==> src/rtl/lpm_mac_ctrl_pkg.sv <==
// rtl/lpm_mac_ctrl_pkg.sv - shared constants and state encoding for the MAC sequencer
package lpm_mac_ctrl_pkg;

  // Default widths: operand, multiplier product, accumulator, burst counter
  localparam int N_DEF    = 8;
  localparam int PW_DEF   = 20;
  localparam int ACCW_DEF = 28;
  localparam int CNTW_DEF = 8;

  // State register width
  localparam int STATE_W = 2;

  typedef enum logic [STATE_W-1:0] {
    ST_IDLE  = 2'd0,
    ST_RUN   = 2'd1,
    ST_DRAIN = 2'd2,
    ST_DONE  = 2'd3
  } state_t;

endpackage

==> src/rtl/lpm_acc_unit.sv <==
// rtl/lpm_acc_unit.sv - ACCW-wide accumulator with clear, add-enable and sticky carry-out
module lpm_acc_unit
  import lpm_mac_ctrl_pkg::*;
#(
  parameter int PW   = PW_DEF,
  parameter int ACCW = ACCW_DEF
) (
  input  logic            i_clk,
  input  logic            i_rst_n,
  input  logic            i_clr,
  input  logic            i_add_en,
  input  logic [PW-1:0]   i_addend,
  output logic [ACCW-1:0] o_acc,
  output logic            o_ovf
);

  logic [ACCW-1:0] r_acc;
  logic            r_ovf;
  logic [ACCW:0]   w_ext;
  logic [ACCW:0]   w_sum;

  // Zero-extend the product one bit past the accumulator so the top bit is the carry
  assign w_ext = (ACCW+1)'(i_addend);
  assign w_sum = {1'b0, r_acc} + w_ext;

  // Accumulate modulo 2^ACCW; any carry-out latches ovf until the next clear
  always_ff @(posedge i_clk or negedge i_rst_n) begin
    if (!i_rst_n) begin
      r_acc <= '0;
      r_ovf <= 1'b0;
    end else if (i_clr) begin
      r_acc <= '0;
      r_ovf <= 1'b0;
    end else if (i_add_en) begin
      r_acc <= w_sum[ACCW-1:0];
      if (w_sum[ACCW]) begin
        r_ovf <= 1'b1;
      end
    end
  end

  assign o_acc = r_acc;
  assign o_ovf = r_ovf;

endmodule

==> src/rtl/lpm_mac_ctrl.sv <==
// rtl/lpm_mac_ctrl.sv - burst sequencer and accumulator around the low-power 8x8 multiplier
module lpm_mac_ctrl
  import lpm_mac_ctrl_pkg::*;
#(
  parameter int N    = N_DEF,
  parameter int PW   = PW_DEF,
  parameter int ACCW = ACCW_DEF,
  parameter int CNTW = CNTW_DEF
) (
  input  logic            i_clk,
  input  logic            i_rst_n,
  input  logic            i_start,
  input  logic [CNTW-1:0] i_len,
  input  logic            i_in_valid,
  input  logic [N-1:0]    i_in_a,
  input  logic [N-1:0]    i_in_b,
  output logic            o_in_ready,
  output logic [N-1:0]    o_mul_a,
  output logic [N-1:0]    o_mul_b,
  input  logic [PW-1:0]   i_mul_p,
  output logic            o_acc_valid,
  input  logic            i_acc_ready,
  output logic [ACCW-1:0] o_acc_out,
  output logic            o_busy,
  output logic            o_ovf
);

  state_t          r_state;
  logic [CNTW-1:0] r_len;
  logic [CNTW-1:0] r_cnt;
  logic            r_pend_nz;
  logic            r_pend_zero;
  logic            r_in_ready;
  logic            r_acc_valid;
  logic            r_busy;
  logic [N-1:0]    r_mul_a;
  logic [N-1:0]    r_mul_b;

  logic            w_xfer;
  logic            w_nz;
  logic [CNTW-1:0] w_cnt_nxt;
  logic            w_last;
  logic            w_clr;
  logic            w_add_en;
  logic [PW-1:0]   w_addend;

  assign w_xfer    = r_in_ready & i_in_valid;
  assign w_nz      = (|i_in_a) & (|i_in_b);
  assign w_cnt_nxt = r_cnt + 1'b1;
  assign w_last    = (w_cnt_nxt == r_len);

  // A start in IDLE wipes the previous sum and ovf, whatever the length
  assign w_clr = (r_state == ST_IDLE) & i_start;

  // The product seen now belongs to the beat accepted on the previous edge;
  // a zero beat still occupies an accumulate slot but adds nothing
  assign w_add_en = r_pend_nz | r_pend_zero;
  assign w_addend = r_pend_nz ? i_mul_p : '0;

  // Sequencer: burst acceptance, operand isolation and registered handshake outputs
  always_ff @(posedge i_clk or negedge i_rst_n) begin
    if (!i_rst_n) begin
      r_state     <= ST_IDLE;
      r_len       <= '0;
      r_cnt       <= '0;
      r_pend_nz   <= 1'b0;
      r_pend_zero <= 1'b0;
      r_in_ready  <= 1'b0;
      r_acc_valid <= 1'b0;
      r_busy      <= 1'b0;
      r_mul_a     <= '0;
      r_mul_b     <= '0;
    end else begin
      case (r_state)
        ST_IDLE: begin
          if (i_start) begin
            r_busy <= 1'b1;
            if (i_len != '0) begin
              r_len      <= i_len;
              r_cnt      <= '0;
              r_in_ready <= 1'b1;
              r_state    <= ST_RUN;
            end else begin
              r_acc_valid <= 1'b1;
              r_state     <= ST_DONE;
            end
          end
        end
        ST_RUN: begin
          if (w_xfer) begin
            r_cnt       <= w_cnt_nxt;
            r_pend_nz   <= w_nz;
            r_pend_zero <= ~w_nz;
            // Zero-skip: leave the multiplier inputs still so it does not toggle
            if (w_nz) begin
              r_mul_a <= i_in_a;
              r_mul_b <= i_in_b;
            end
            if (w_last) begin
              r_in_ready <= 1'b0;
              r_state    <= ST_DRAIN;
            end
          end else begin
            r_pend_nz   <= 1'b0;
            r_pend_zero <= 1'b0;
          end
        end
        ST_DRAIN: begin
          r_pend_nz   <= 1'b0;
          r_pend_zero <= 1'b0;
          r_acc_valid <= 1'b1;
          r_state     <= ST_DONE;
        end
        ST_DONE: begin
          if (r_acc_valid && i_acc_ready) begin
            r_acc_valid <= 1'b0;
            r_busy      <= 1'b0;
            r_state     <= ST_IDLE;
          end
        end
        default: begin
          r_state <= ST_IDLE;
        end
      endcase
    end
  end

  lpm_acc_unit #(
    .PW   (PW),
    .ACCW (ACCW)
  ) u_acc (
    .i_clk    (i_clk),
    .i_rst_n  (i_rst_n),
    .i_clr    (w_clr),
    .i_add_en (w_add_en),
    .i_addend (w_addend),
    .o_acc    (o_acc_out),
    .o_ovf    (o_ovf)
  );

  assign o_in_ready  = r_in_ready;
  assign o_mul_a     = r_mul_a;
  assign o_mul_b     = r_mul_b;
  assign o_acc_valid = r_acc_valid;
  assign o_busy      = r_busy;

endmodule

==> config.mk <==
export PLATFORM = sky130hd
export DESIGN_NAME = lpm_mac_ctrl
export DESIGN_NICKNAME = d
export VERILOG_FILES = /design/src/rtl/lpm_mac_ctrl_pkg.sv /design/src/rtl/lpm_acc_unit.sv /design/src/rtl/lpm_mac_ctrl.sv
export SDC_FILE = /design/constraint.sdc
export NUM_CORES = 1
export LEC_CHECK = 0
export ABC_AREA = 1
export CORE_MARGIN = 3
export CORE_UTILIZATION = 52
export CTS_CLUSTER_SIZE = 10
export DETAILED_ROUTE_END_ITERATION = 12
export PLACE_DENSITY_LB_ADDON = 0.1
export SETUP_SLACK_MARGIN = 0.05
export SLEW_MARGIN = 30
export SYNTH_ARGS = -nofsm -noshare
export SYNTH_HDL_FRONTEND = slang
export SYNTH_SLANG_ARGS = --single-unit
==> constraint.sdc <==
create_clock -name i_clk -period 2.32 [get_ports i_clk]
set_input_delay 0.58 -clock i_clk [delete_from_list [all_inputs] [get_ports i_clk]]
set_output_delay 0.58 -clock i_clk [all_outputs]
set_load 0.05 [all_outputs]
# Yosys cells after proc, flatten, opt, wreduce, memory -nomap -nowiden
# Index checks and enable logic that the tools add are counted.
dict set report totals {
  rom_bits 0
  mem_count 0
  latchBits 0
  wordCells 79
  register_bits 68
  in_bits 49
  mem_bits_rw 0
  output_inout_bits 48
}
dict set report op_classes {
  div_mod_pow 0
  mul 0
  n_reduce_logical 19
  shifts 0
  magnitude_cmp 0
  n_mux 31
  bitwise 5
  n_eq_ne 10
  n_addsub 2
}
# operator count
set ops {}
lappend ops {{2-to-1 mux 28 bit} 2}
lappend ops {{adder 28 x 20 -> 29 bit} 1}
lappend ops {{2-to-1 mux 8 bit} 3}
lappend ops {{2-to-1 mux 20 bit} 1}
lappend ops {{one-hot mux 8 bit (2 select lines)} 1}
lappend ops {{OR reduction 8 bit} 2}
lappend ops {{2-to-1 mux 1 bit} 13}
lappend ops {{AND reduction 4 bit} 3}
lappend ops {{2-to-1 mux 2 bit} 5}
lappend ops {{!= test 2 bit, second input constant} 5}
lappend ops {{nonzero test 2 bit} 5}
lappend ops {{AND reduction 3 bit} 3}
lappend ops {{adder 8 x 1 -> 8 bit, second input constant} 1}
lappend ops {{== test 8 bit} 1}
lappend ops {{one-hot mux 1 bit (2 select lines)} 4}
lappend ops {{one-hot mux 2 bit (4 select lines)} 1}
lappend ops {{nonzero test 8 bit} 1}
lappend ops {{AND reduction 5 bit} 1}
lappend ops {{== test 2 bit, second input constant} 2}
lappend ops {{AND 1 bit} 3}
lappend ops {{one-hot mux 1 bit (3 select lines)} 1}
lappend ops {{nonzero test 3 bit} 1}
lappend ops {{== test 2 x 1 -> 1 bit, second input constant} 1}
lappend ops {{zero test 2 bit} 1}
lappend ops {{other kinds (5)} 5}

# Depth between registers and ports, before layout
# Gate-level depths: netlist of run 1.
dict set report logic_depth {
  word_depth 5
  depth_mapped 15
  depth_no_buf 15
}

# Cells and area by module
# A second synthesis of run 1 with hierarchy kept.
dict set report unflattened {
  hier_cells 725
  hier_area_um2 4913.5
}
# mod seq_area_each_um2 n_inst area_per_inst_um2 cells_each
set modules_own_cells {}
lappend modules_own_cells {lpm_acc_unit 725.7 1 2655.0 415}
lappend modules_own_cells {lpm_mac_ctrl 975.9 1 2258.4 310}

# Worst setup path after synthesis of run 1
# OpenSTA, ideal clock, no wires.
dict set report synth_path {
  path_kind {reg2reg}
  from {register r_pend_nz}
  to {register u_acc.r_acc[16] (netlist: u_acc.o_acc[16])}
  stages_incl_launch_ff 16
  path_buffers 1
  arrival_time_ns 2.045
  required_time_ns 2.244
  slack_ns 0.199
  synth_period_minus_slack_ns 2.121
  setup_ns 0.076
  cell_sequence {dfrtp_1 clkbuf_1 nand2_1 inv_1 ha_1 fa_1 nand2_1 nand2_1 o21ai_1 inv_1 a21o_1 nand2_1 nand2_1 nand2_1 nand2_1 o21ai_1}
}
dict set report synth_between {
  elab_chain_len 4
  word_cells_on_any_way 6
  cone_classes {add/sub: 1; mux: 3; bitwise: 1; reduce/logical: 1}
}
# item line
set synth_lines {}
lappend synth_lines {{start, declared} lpm_mac_ctrl.sv:31} ;# logic r_pend_nz;
lappend synth_lines {{start signal, assigned} lpm_mac_ctrl.sv:92} ;# r_pend_nz <= w_nz;
lappend synth_lines {{2-to-1 mux 20 bit} lpm_mac_ctrl.sv:58} ;# assign w_addend = r_pend_nz ? i_mul_p : '0;
lappend synth_lines {{adder 28 x 20 -> 29 bit} lpm_acc_unit.sv:24} ;# assign w_sum = {1'b0, r_acc} + w_ext;
lappend synth_lines {{2-to-1 mux 28 bit} lpm_acc_unit.sv:34} ;# end else if (i_add_en) begin
lappend synth_lines {{2-to-1 mux 28 bit} lpm_acc_unit.sv:31} ;# end else if (i_clr) begin
lappend synth_lines {{end signal, assigned} lpm_acc_unit.sv:35} ;# r_acc <= w_sum[ACCW-1:0];
lappend synth_lines {{end, declared} lpm_acc_unit.sv:17} ;# logic [ACCW-1:0] r_acc;
# Several ways; a longest one is shown, not always the timed one. The select of a mux whose other input is x is not followed.
# A chain may end at the register's enable or synchronous reset.

# Final worst setup path of run 1
dict set report layout_path {
  from {register u_acc.r_acc[16] (netlist: u_acc.o_acc[16])}
  to {output o_acc_out[16]}
}
# item line
set layout_rtl {}
lappend layout_rtl {{end, declared} lpm_mac_ctrl.sv:23} ;# output logic [ACCW-1:0] o_acc_out,
# No word-level cell between the ends.

==> metrics.yaml, run 1 <==
run_status:
  status: "completed"
finish:
  n_antenna_cell: 0
  regArea_sq_um: 1703
  fill_cells: 619
  drive_gt1_frac: 0.1906
  design_area_sq_um: 6625
  nets: 905
  layout_commonest_cell: "nand2_1"
  area_delta_synth_final_pct: 43.19
  final_core_util: 0.7865
  most-common-layout-cells: "nand2_1 (189), inv_1 (108), clkdlybuf4s50_1 (92)"
  multiInputGateArea_sq_um: 2750
sta:
  slew_violations: 0
  grt_setup_unrepaired: "yes"
  hold_violations: 0
  fin_skew_ns: 0.01565
  slew_headroom: 0.6405
  period_share: 0.9736
  holdWs_ns: 0.1535
  setup_viol: 0
  fmax_ghz: 0.4427
  post-route-worst-setup-slack_ns: 0.06133
  fin_crit_ns: 2.259
  worst_slew_pin_slew_ns: 0.5376
setup_path:
  worstPathMaxFanout: 3
  max_stage_delay_ns: 0.86
  cp_top_family: "buffers and inverters"
  worstPathArrival_ns: 1.68
  startpoint_type: "flip-flop"
  worstReg2RegStart: "r_pend_nz"
  worst-r2r-setup-slack_ns: 0.07
  r2r-end: "u_acc.o_acc[16]"
  path_buf_inv: 1
  worstPathCellList: "clkdlybuf4s50_1"
  required_ns: 1.74
  path_class: "reg2out"
  end_kind: "primary output"
  critPathSlowestCell: "clkdlybuf4s50_1"
  rr_worst_depth: 15
power_and_ir_drop:
  pwr-share-comb: 0.609
  swShare: 0.5001
  internal_power_w: 0.003898
  pwr-share-seq: 0.261
  power_leakage_nw: 3.409
  pwr-share-clk: 0.130
  power_w: 0.007798
  power_density_nw_per_um2: 1177
  ir_worst_vdd_mv: 0.8025
  p_sw_w: 0.003900
place:
  gp_congestion: 0.9434
  dp_slack_ns: -0.3991
  port-buffer-count: 96
  placed_area_sq_um: 6085
  dp_hpwl_mm: 10.24
synthesis:
  yosysTopAreaCell: "dfrtp_1"
  synth-main-ff-cell: "dfrtp_1"
  synth_fp_nets: 753
  yosysWarningCount: 0
  syn_inst: 677
  avgSynthCellArea_sq_um: 6.834
  yosysSeqAreaShare: 0.3678
  syn_area_sq_um: 4627
  ys_top_cells_by_area: "dfrtp_1 (37%), nand2_1 (16%), inv_1 (8.9%), ha_1 (7.0%), o21ai_0 (6.6%)"
  async_flop_share: 1.000
  synth_edf_count: 0
  yosysTopAreaCellShare: 0.3678
  synth_cell_types: 36
  ys_seq_elements: 68
clocking:
  htreeDepth: 3
  clk_path_buf_depth: 2
  clkSinkCount: 68
  cts_tree: "done"
  path_clk_slew_ns: 0.09
  cts_hold_buf: 0
  worst_skew_pair.late_latency_ns: 0.35
  cts_buffers: 9
  cts_root_buffer: "clkbuf_8"
drt:
  dr.pass1.iters: 5
  ant_nets: 0
  dr.first_iter.drc_count: 244
  wirelength_mm: 13.96
  num_vias: 5027
  wl_met2_mm: 7.184
  top_layer_used: "met4"
  met1_length_mm: 5.664
  wl_per_cell_um: 14.87
  viasPerCell: 5.354
  wl_met3_um: 755
  drc_errors: 0
global_routing:
  grt_pass1_vias: 4788
  grt_pass1_wl_mm: 21.89
  antenna_found_initial: 0
  grt.total_usage: 0.2701
  grt_max_degree: 54
  grt-ovfl-total: 0
die:
  die_h_um: 100.3
  die_area_sq_um: 10070
  die-width_um: 100.3
  ioPinCount: 97
  core_sq_um: 8423
  start_util: 0.5493
  rows: 33
min_path:
  hp-class: "in2async"
flow_run:
  maxCapViolations: 0
==> repair_timing <==
item / in CTS / in global routing
endpoints found under the setup margin: 14 / 26
pin swaps: 0 / 15
gates resized for setup: 6 / 82
setup buffers: 0 / 4
==> power by group through the flow <==
stage | combinational (W) | sequential (W) | clock, W
global route | 0.00514 | 0.00209 | 0.00108
detailed placement | 0.00437 | 0.00201 | 0
finish | 0.00475 | 0.00203 | 0.00101
floorplan | 0.00165 | 0.00307 | 0
global placement | 0.00427 | 0.00198 | 0
CTS | 0.00440 | 0.00200 | 0.00103
==> final cells by class <==
type,count,area share
multi-input cells,486,0.4151
well taps,105,0.01983
repair buffers,151,0.2136
clock inverters,7,0.01171
flip-flops and latches,68,0.2570
inverters,113,0.06402
clock buffers,9,0.01870
==> through the flow <==
step           instances  setup TNS (ns)
6_report             939               0
3_3_place_gp         919          -5.870
2_1_floorplan        677               0
5_1_grt              939         -0.1375
4_1_cts              935               0
3_5_place_dp         919          -7.268
==> how the worst max path moves through the flow <==
stage	start	endpoint	slack, ns	cells past startpoint
after global placement	i_mul_p[0]	u_acc.o_acc[26]	-0.33	13
after floorplan	r_pend_nz	u_acc.o_acc[16]	0.20	15
after CTS	r_pend_nz	u_acc.o_acc[27]	0.05	12
after global routing	r_pend_nz	u_acc.o_acc[16]	-0.04	15
after detailed placement	i_mul_p[0]	u_acc.o_acc[24]	-0.40	15
final	u_acc.o_acc[16]	o_acc_out[16]	0.06	1
==> registers in the layout, indices dropped and copies added, names as in the netlist <==
name and flops:
o_acc_valid 1, r_cnt 8, o_busy 1, u_acc.o_acc 28, o_mul_b 8, r_len 8
o_mul_a 8, r_pend_nz 1, r_state 2, u_acc.o_ovf 1, r_pend_zero 1, o_in_ready 1
==> layer usage <==
| metal | up-vias | global-route usage |
|---|---|---|
| met5 | - | 0 |
| met2 | 177 | 0.4903 |
| met1 | 2339 | 0.3274 |
| li1 | 2476 | - |
| met3 | 35 | 0.04239 |
| met4 | 0 | 0.08187 |
==> Yosys cell counts, drive strengths merged, types with 3 or more instances <==
cell    count
a21oi      38
buf         5
clkbuf      5
dfrtp      68
ha         26
inv       113
nand2     213
nand3      50
nand3b      3
nand4       7
nor2       53
nor3        6
nor4        4
o21ai      65
==> cell families after synthesis <==
group / count (synthesis) / share of synthesized area
XOR/XNOR: 4 / 0.007573
AO/OA/AOI/OAI: 118 / 0.1366
AND/OR/NAND/NOR: 337 / 0.3110
flip-flops: 68 / 0.3678
adder cells (fa/ha/maj): 27 / 0.07463
buffers and inverters: 123 / 0.1025
(Power assumes the default switching activity.)
==> run 2: changes to the inputs <==
CTS_CLUSTER_SIZE = default   (was 10)
==> results of run 2 <==
Same layout as run 1: the final DEF is identical, and so are final timing and power.
==> run 3: changes to the inputs <==
CORE_UTILIZATION = 30   (was 52)
MAX_ROUTING_LAYER = met4   (was default)
==> metrics.yaml, run 3 (synthesized netlist as in run 1, its figures left out) <==
run_status:
  status: "completed"
finish:
  most-common-layout-cells: "nand2_1 (186), inv_1 (105), clkdlybuf4s50_1 (92)"
  nets: 927
  fill_cells: 1484
  drive_gt1_frac: 0.2360
  layout_commonest_cell: "nand2_1"
  largest_reg_flops: 28
  n_antenna_cell: 0
  area_delta_synth_final_pct: 57.22
power_and_ir_drop:
  pwr-share-clk: 0.197
  power_w: 0.008806
  power_leakage_nw: 3.636
  swShare: 0.4562
  p_sw_w: 0.004018
  pwr-share-comb: 0.569
  power_density_nw_per_um2: 1211
  pwr-share-seq: 0.234
  ir_worst_vdd_mv: 0.6845
  internal_power_w: 0.004789
sta:
  worst_slew_pin_slew_ns: 0.5573
  fmax_ghz: 0.4370
  grt_setup_unrepaired: "yes"
  slew_violations: 0
  slew_headroom: 0.6273
  setup_viol: 0
  period_share: 0.9864
  holdWs_ns: 0.2365
  fin_crit_ns: 2.289
  fin_skew_ns: 0.008724
  hold_violations: 0
min_path:
  hp-class: "in2async"
drt:
  dr.first_iter.drc_count: 245
  dr.pass1.iters: 4
  drc_errors: 0
  wirelength_mm: 14.69
  num_vias: 4865
  wl_per_cell_um: 14.13
  viasPerCell: 4.678
  ant_nets: 0
setup_path:
  worstPathMaxFanout: 3
  end_kind: "primary output"
  path_buf_inv: 1
  critPathSlowestCell: "clkdlybuf4s50_1"
  worstPathArrival_ns: 1.71
  max_stage_delay_ns: 0.86
  cp_top_family: "buffers and inverters"
  worstPathCellList: "clkdlybuf4s50_1"
  startpoint_type: "flip-flop"
  path_class: "reg2out"
  required_ns: 1.74
global_routing:
  grt_pass1_vias: 4625
  grt_pass1_wl_mm: 22.70
  grt_max_degree: 69
  grt-ovfl-total: 0
  grt.total_usage: 0.1764
  antenna_found_initial: 0
die:
  start_util: 0.3124
  die_area_sq_um: 16950
  core_sq_um: 14810
  die-width_um: 130.2
  ioPinCount: 97
  die_h_um: 130.2
  rows: 44
clocking:
  cts_root_buffer: "clkbuf_16"
  cts_tree: "done"
  worst_skew_pair.late_latency_ns: 0.35
  clkSinkCount: 68
  htreeDepth: 3
  clk_path_buf_depth: 2
  cts_buffers: 9
  path_clk_slew_ns: 0.06
flow_run:
  maxCapViolations: 0
place:
  dp_hpwl_mm: 11.01
  port-buffer-count: 96
  gp_congestion: 0.8796
## run 3: power groups by stage
stage	clock, W	sequential (W)	combinational [W]
floorplan	0	0.00307	0.00165
global placement	0	0.00198	0.00455
detailed placement	0	0.00200	0.00457
CTS	0.00178	0.00199	0.00461
global route	0.00182	0.00212	0.00544
finish	0.00173	0.00206	0.00501
## run 3: metal layers
metal  routed length, um  global-route usage  vias up
met5                   0                   -        -
met4                 392             0.06907        0
li1                    -                   -     2528
met3                 621             0.02947       28
met1                6805              0.2220     2203
met2                6873              0.2833      106
## run 3: per-stage QoR
| stage | util | setup slack (ns) | cells | TNS, ns | area [sq um] |
|---|---|---|---|---|---|
| after floorplan | - | 0.1991 | 677 | 0 | 4627 |
| after global placement | 0.4292 | -0.4189 | 1021 | -7.940 | 6356 |
| after detailed placement | 0.4292 | -0.4220 | 1021 | -8.060 | 6356 |
| after CTS | 0.4555 | 0.04702 | 1037 | 0 | 6745 |
| after global routing | 0.4912 | 0.01038 | 1040 | 0 | 7274 |
| final | 0.4912 | 0.03149 | 1040 | 0 | 7274 |
## run 3: repair_timing
action	in CTS	in global routing
pin swaps	3	22
endpoints found under the setup margin	15	26
gates resized for setup	12	112
hold buffers	0	0
buffers inserted	0	3
## run 3: path summary, 6_finish.rpt
path                            startpoint              end  slack [ns]  cells after the start
min reg2reg                     o_mul_b[0]       o_mul_b[0]        0.49                      2
max in group asynchronous          i_rst_n         r_cnt[7]        1.74                      2
max                        u_acc.o_acc[16]    o_acc_out[16]        0.03                      1
min                                i_rst_n   u_acc.o_acc[8]        0.24                      2
max reg2reg                      r_pend_nz  u_acc.o_acc[26]        0.19                     14
min in group i_clk              o_mul_b[0]       o_mul_b[0]        0.49                      2
## run 3: cell type report
class                      count  area, sq um  share of cell area
sequential                    68         1702              0.2339
clock inverter                 6        136.4             0.01875
timing repair buffer         173         1579              0.2171
tap                          184        230.2             0.03165
inverter                     113        424.2             0.05831
clock buffer                  10        229.0             0.03148
multi-input combinational    486         2974              0.4088
